--- config.mk ---
export PLATFORM = sky130hd
export DESIGN_NAME = spi_fifo
export DESIGN_NICKNAME = d
export VERILOG_FILES = /design/src/rtl/spi_fifo.sv
export SDC_FILE = /design/constraint.sdc
export NUM_CORES = 1
export LEC_CHECK = 0
export ABC_CLOCK_PERIOD_IN_PS = 1800
export BUFFER_PORTS_ARGS = -buffer_cell sky130_fd_sc_hd__clkbuf_2
export CAP_MARGIN = 20
export CELL_PAD_IN_SITES_DETAIL_PLACEMENT = 1
export CELL_PAD_IN_SITES_GLOBAL_PLACEMENT = 2
export CORE_UTILIZATION = 36
export CTS_CLUSTER_DIAMETER = 50
export DETAILED_ROUTE_END_ITERATION = 8
export GPL_TIMING_DRIVEN = 0
export PLACE_DENSITY = 0.71
export SYNTH_ARGS = -nofsm -noshare
export SYNTH_HDL_FRONTEND = slang
export SYNTH_SLANG_ARGS = --single-unit
--- constraint.sdc ---
create_clock -name pclk -period 1.8 [get_ports pclk]
set_input_delay 0.18 -clock pclk [delete_from_list [all_inputs] [get_ports pclk]]
set_output_delay 0.18 -clock pclk [all_outputs]
set_load 0.05 [all_outputs]
--- src/rtl/spi_fifo.sv ---
// rtl/spi_fifo.sv - first-word-fall-through synchronous FIFO for the CoreSPI TX/RX paths
// Optional level output enabled by defining SPI_FIFO_LEVEL_EN.
module spi_fifo #(
    parameter int DWIDTH = 8,
    parameter int DEPTH  = 4
) (
    input  logic              pclk,
    input  logic              aresetn,
    input  logic              clr,
    input  logic              we,
    input  logic [DWIDTH-1:0] wdata,
    input  logic              re,
    output logic [DWIDTH-1:0] rdata,
    output logic              full,
    output logic              full_next,
    output logic              empty,
    output logic              empty_next,
    output logic              overflow,
    output logic              underflow
`ifdef SPI_FIFO_LEVEL_EN
    ,
    output logic [$clog2(DEPTH+1)-1:0] level
`endif
);
    localparam int AW = (DEPTH > 1) ? $clog2(DEPTH) : 1;
    localparam int CW = $clog2(DEPTH + 1);
    localparam logic [AW-1:0] PTR_LAST  = AW'(DEPTH - 1);
    localparam logic [CW-1:0] CNT_FULL  = CW'(DEPTH);
    localparam logic [CW-1:0] CNT_FULLN = CW'(DEPTH - 1);
    localparam logic [CW-1:0] CNT_ONE   = CW'(1);

    logic [DWIDTH-1:0] r_mem [DEPTH];
    logic [AW-1:0]     r_wr_ptr;
    logic [AW-1:0]     r_rd_ptr;
    logic [CW-1:0]     r_count;
    logic              r_overflow;
    logic              r_underflow;

    logic              w_full;
    logic              w_empty;
    logic              w_wr_acc;
    logic              w_rd_acc;
    logic [AW-1:0]     w_wr_ptr_nxt;
    logic [AW-1:0]     w_rd_ptr_nxt;

    // Flags come straight from the registered count so they never glitch
    assign w_full   = (r_count == CNT_FULL);
    assign w_empty  = (r_count == '0);
    assign w_wr_acc = !clr && we && (!w_full || re);
    assign w_rd_acc = !clr && re && !w_empty;

    // Explicit wrap keeps non-power-of-two depths correct
    assign w_wr_ptr_nxt = (r_wr_ptr == PTR_LAST) ? '0 : r_wr_ptr + AW'(1);
    assign w_rd_ptr_nxt = (r_rd_ptr == PTR_LAST) ? '0 : r_rd_ptr + AW'(1);

    always_ff @(posedge pclk) begin
        if (w_wr_acc) begin
            r_mem[r_wr_ptr] <= wdata;
        end
    end

    always_ff @(posedge pclk or negedge aresetn) begin
        if (!aresetn) begin
            r_wr_ptr    <= '0;
            r_rd_ptr    <= '0;
            r_count     <= '0;
            r_overflow  <= 1'b0;
            r_underflow <= 1'b0;
        end else if (clr) begin
            r_wr_ptr    <= '0;
            r_rd_ptr    <= '0;
            r_count     <= '0;
            r_overflow  <= 1'b0;
            r_underflow <= 1'b0;
        end else begin
            if (w_wr_acc) begin
                r_wr_ptr <= w_wr_ptr_nxt;
            end
            if (w_rd_acc) begin
                r_rd_ptr <= w_rd_ptr_nxt;
            end
            if (w_wr_acc && !w_rd_acc) begin
                r_count <= r_count + CNT_ONE;
            end else if (!w_wr_acc && w_rd_acc) begin
                r_count <= r_count - CNT_ONE;
            end
            r_overflow  <= we && w_full && !re;
            r_underflow <= re && w_empty;
        end
    end

    assign rdata      = w_empty ? '0 : r_mem[r_rd_ptr];
    assign full       = w_full;
    assign full_next  = (r_count == CNT_FULLN);
    assign empty      = w_empty;
    assign empty_next = (r_count == CNT_ONE);
    assign overflow   = r_overflow;
    assign underflow  = r_underflow;

`ifdef SPI_FIFO_LEVEL_EN
    assign level = r_count;
`endif

endmodule

; Word level (Yosys, flattened, before mapping)
; Memory sizes are Yosys's and may differ from the RTL's.
; Index checks and enable logic that the tools add are counted.
[totals]
ff_bits = 9
latchBits = 0
ram_bits = 32
rom_bits = 0
in_bits = 13
output_inout_bits = 14
word_cells = 49
n_memories = 1
[op_classes]
add_sub_neg = 4
n_mul = 0
div = 0
order_cmp = 0
eq_ne = 5
shift = 0
muxes = 14
bitwise = 0
reduce_logical = 20
[mem_list]
columns = memory, depth, word_bits, rd, rd_ports_with_merged_regs, write_ports, line
row1 = r_mem, 4, 8, 1, 0, 1, 32  ; logic [DWIDTH-1:0] r_mem [DEPTH];
[op_table]
columns = operator, count
row1 = 2-to-1 mux 2 bit, 6
row2 = logical AND 1 bit, 9
row3 = 2-to-1 mux 3 bit, 3
row4 = 2-to-1 mux 8 bit, 1
row5 = logical NOT 1 bit, 6
row6 = adder 2 x 1 -> 2 bit (second input constant), 2
row7 = == test 2 bit (second input constant), 2
row8 = 2-to-1 mux 1 bit, 4
row9 = nonzero test 2 bit, 2
row10 = adder 3 x 1 -> 3 bit (second input constant), 1
row11 = == test 3 x 1 -> 1 bit (second input constant), 1
row12 = == test 3 x 2 -> 1 bit (second input constant), 1
row13 = == test 3 bit (second input constant), 1
row14 = logical NOT 3 bit, 1
row15 = nonzero test 3 bit, 1
row16 = subtractor 3 x 1 -> 3 bit (second input constant), 1
row17 = logical OR 1 bit, 1

; Logic depth before layout (Yosys ltp)
[depth]
ltp_word = 9
mapped_depth = 7
depth_no_buf = 6

; Worst setup path before layout
; Ideal clock, no wire load.
[synth_path]
path_kind = reg-to-reg
start = register r_count[1]
end = memory r_mem[0][0], enable pin
setup_ns = 0.332
arrival_time_ns = 1.474
slack_ns = -0.005
path_stages_with_launch = 7
path_cell_list = dfrtp_1 -> inv_1 -> ha_1 -> buf_6 -> and3b_1 -> nor3_2 -> and2_1
[synth_between]
elab_chain_cells = 6
[synth_lines]
columns = element, line
row1 = "start, declared", 35  ; logic [CW-1:0] r_count;
row2 = "start signal, assigned", 83  ; r_count <= r_count + CNT_ONE;
row3 = "start signal, assigned", 85  ; r_count <= r_count - CNT_ONE;
row4 = == test 3 bit, 47  ; assign w_full = (r_count == CNT_FULL);
row5 = logical NOT 1 bit, 49  ; assign w_wr_acc = !clr && we && (!w_full || re);
row6 = logical OR 1 bit, 49
row7 = logical AND 1 bit, 49
row8 = 2-to-1 mux 1 bit, 57  ; if (w_wr_acc) begin
row9 = 2-to-1 mux 1 bit (not written as such), 58  ; r_mem[r_wr_ptr] <= wdata;
row10 = "end, declared", 32
; Every way passes these cells.

; Worst setup path in the final report
[layout_path]
start = register r_rd_ptr[0]
end = output rdata[6]
[layout_between]
elab_chain_cells = 2
[layout_lines]
columns = element, line
row1 = "start, declared", 34  ; logic [AW-1:0] r_rd_ptr;
row2 = "start signal, assigned", 80  ; r_rd_ptr <= w_rd_ptr_nxt;
row3 = memory read (4 x 8 bit), -
row4 = 2-to-1 mux 8 bit, 92  ; assign rdata = w_empty ? '0 : r_mem[r_rd_ptr];
row5 = "end, declared", 13  ; output logic [DWIDTH-1:0] rdata,
; Every way passes these cells.

==> results.md <==
- Root Driver: clkbuf_8
- Worst rel slew slack: 0.677
- Post-Place Worst Slack: -0.248 ns
- Worst min-delay path class: input pin to flop
- Top post-synthesis cells by count: 32 x edfxtp_1, 13 x and2_1, 9 x dfrtp_1, 9 x ha_1
- Synth area leader: edfxtp_1
- Pwr Density: 1330 nW/um2
- Post-layout power: 3.37 mW
- Post-synthesis cell area: just under 2000 um2
- Run status: finished with violations
- Share of cells above drive strength 1: 0.448
- Top Ports: 27
- Num CTS Buffers: 5
- Core area: approximately 5200 um2
- Die Span X: 75.8 um
- First-pass GRT wire length: approximately 6400 um
- WP data arrival: 1.68 ns
- Placer Congestion: approximately 0.67
- Critical Path Sink: rdata[6]
- Reg2Reg Depth: 7
- Share of the synthesized area in the top cell type: 0.490
- Fmax: 539 MHz
- Crit Reg-Reg Endpoint: r_wr_ptr[1]$_DFFE_PN0P_
- Count of unique library cells instantiated by Yosys: 32
- Final setup violating endpoints: 8
- Most common cell in the netlist: edfxtp_1
- Area Growth Syn to Fin: 29.3%
- Crit path max fanout: 5
- Setup CP Type: flop to primary output
- Routed len/inst: between 15 and 20 um
- Die height: ~76 um
- CP required: approximately 1.6 ns
- First-pass detailed-route iteration total: 2
- Total GRT Usage: 0.161
- Pleak: just over 1 nW
- WL final: approximately 4000 um
- Fin Setup TNS: -0.330 ns
- Fin crit share: 1.03
- ANT cells: 0
- Initial antenna violation count: 0
- Final core utilization: 0.490
- Clk_skew: approximately 0.0088 ns
- Via density: approximately 4.9
- Hpwl dp: 2730 um
- Critical path endpoint category: primary output
- Final worst slack: -0.0557 ns
- R2R setup slack: approximately 0.08 ns
- YS warnings: 0
- GRT Residual Overflow: 0
- Max-cap violations: 0
- Fin. Hold Viols: 0
- Via count: roughly 1200
- Cells after DPL: roughly 220
- Syn Area/Cell: 15.1 um2
- Clock transition at path regs: about 0.080 ns
- Minimum hold slack: between 0.1 and 0.15 ns
- Flops & latches, synth: between 40 and 50
- Placed instance area: ~2200 um2
- Cells after Synth: 130
- CTS Buffer Depth: 2
- Port Buffer Count: 24
- Row count: 26
- Maximum vdd drop: ~560 uV
- Number of flops mapped to enable cells by yosys: 32
- Violated checks: negative setup slack
- Synth top area cells: edfxtp_1 49%, dfrtp_1 11%, mux4_1 11%
- Crit path from: r_rd_ptr[0]$_DFFE_PN0P_
- Die footprint: roughly 5700 um2
- Main flop type after synthesis: edfxtp_1
- H-tree levels: 2
- Reg2reg start: r_count[0]$_DFFE_PN0P_
- Layout Nets: a little under 200
- Async SR Flop Fraction: 0.220
- Final min period: ~1.9 ns
- Vias in the first global route: roughly 1300
- Final ANT Viol Nets: 0
- Worst Tran Pin Value: between 0.4 and 0.5 ns
- RSZ-0062 raised after global routing: true
- Largest net degree at the start of global routing: 14
- Worst-skew pair later-pin latency: about 0.29 ns
- Initial drt markers: 42
- Non-filler instance count after layout: ~240
- Seq/Total Area, Yosys: 0.605
- DR DRC count: 0
- CP Launch Type: flop
- Starting Density: 0.379
- CTS tree: done
- Clock sinks: slightly above 40
- Final max-slew violation count: 0
- Design area: approximately 2500 um2
- Mapped Nets: 152
-- timing repair --
action | 4_1_cts | 5_1_grt
endpoints found under the setup margin | 42 | 42
cloned | 1 | 0
pin swaps | 11 | 3
hold buffers | 1 | 0
buffers inserted | 7 | 2
resized for setup | 52 | 4
hold endpoints to repair | 9 | 0
-- power by group --
group	total (mW)	switching, mW	internal (mW)
sequential	1.12	0.0397	1.08
clock	0.720	0.304	0.416
combinational	1.53	0.797	0.735
total	3.37	1.14	2.23
-- placed cells by master, fill, tap and decap left out, types with 2 or more instances in the layout --
cell type,Yosys,routed
a21oi_1,5,5
a22oi_1,2,2
a311oi_1,2,2
and2_1,13,2
and2_4,0,11
buf_2,2,3
buf_4,0,9
buf_6,3,4
clkbuf_1,3,2
clkbuf_16,0,7
clkbuf_2,0,14
clkbuf_8,0,6
dfrtp_1,9,9
edfxtp_1,32,32
ha_1,9,8
inv_1,8,6
inv_2,0,2
inv_4,2,2
mux2_2,2,2
mux2i_1,2,2
mux4_2,0,8
nand2b_1,2,2
nor2_1,5,5
nor2b_1,3,3
o21ai_0,5,5
-- sequential cells by signal (all words and copies together), names as in the netlist --
signal and cells:
r_mem 32, r_count 3, r_rd_ptr 2, r_wr_ptr 2
overflow 1, underflow 1
-- kinds of logic after synthesis --
family | Yosys count | synth area share
compound gates | 18 | 0.0600
simple gates | 32 | 0.0989
flops | 41 | 0.605
buf+inv | 18 | 0.0498
fa+ha+maj | 9 | 0.0574
mux | 12 | 0.129
-- cell type report --
class	instances	area, um2
Sequential cell	41	1190
Tap cell	70	87.6
Buffer	7	61.3
Inverter	10	42.5
Clock buffer	6	72.6
Multi-Input combinational cell	71	684
Timing Repair Buffer	35	362
Fill cell	520	2640
Clock inverter	2	38.8
-- worst min-delay path by stage --
stage	from	end	cells past startpoint
5_1_grt	wdata[5]	r_mem[1][5]$_DFFE_PP_	1
3_5_place_dp	aresetn	r_count[0]$_DFFE_PN0P_	1
6_report	wdata[7]	r_mem[0][7]$_DFFE_PP_	1
3_3_place_gp	aresetn	r_count[0]$_DFFE_PN0P_	1
2_1_floorplan	aresetn	overflow$_DFF_PN0_	0
4_1_cts	wdata[7]	r_mem[1][7]$_DFFE_PP_	1
-- layer usage --
metal | part of all wire | up-vias | GRT usage | wire length [um]
li1 | - | 556 | - | -
met1 | 0.42 | 609 | 0.193 | 1730
met2 | 0.55 | 19 | 0.283 | 2230
met3 | 0.022 | 2 | 0.0437 | 91
met4 | 0.0042 | 0 | 0.0494 | 17
met5 | 0 | - | 0 | 0
-- critical path, stage by stage, from the launching register on --
cell and delay [ns]:
dfrtp_1 0.40, buf_6 0.16, mux4_2 0.50, and2_4 0.16
clkbuf_16 0.16
(Power assumes the default switching activity.)
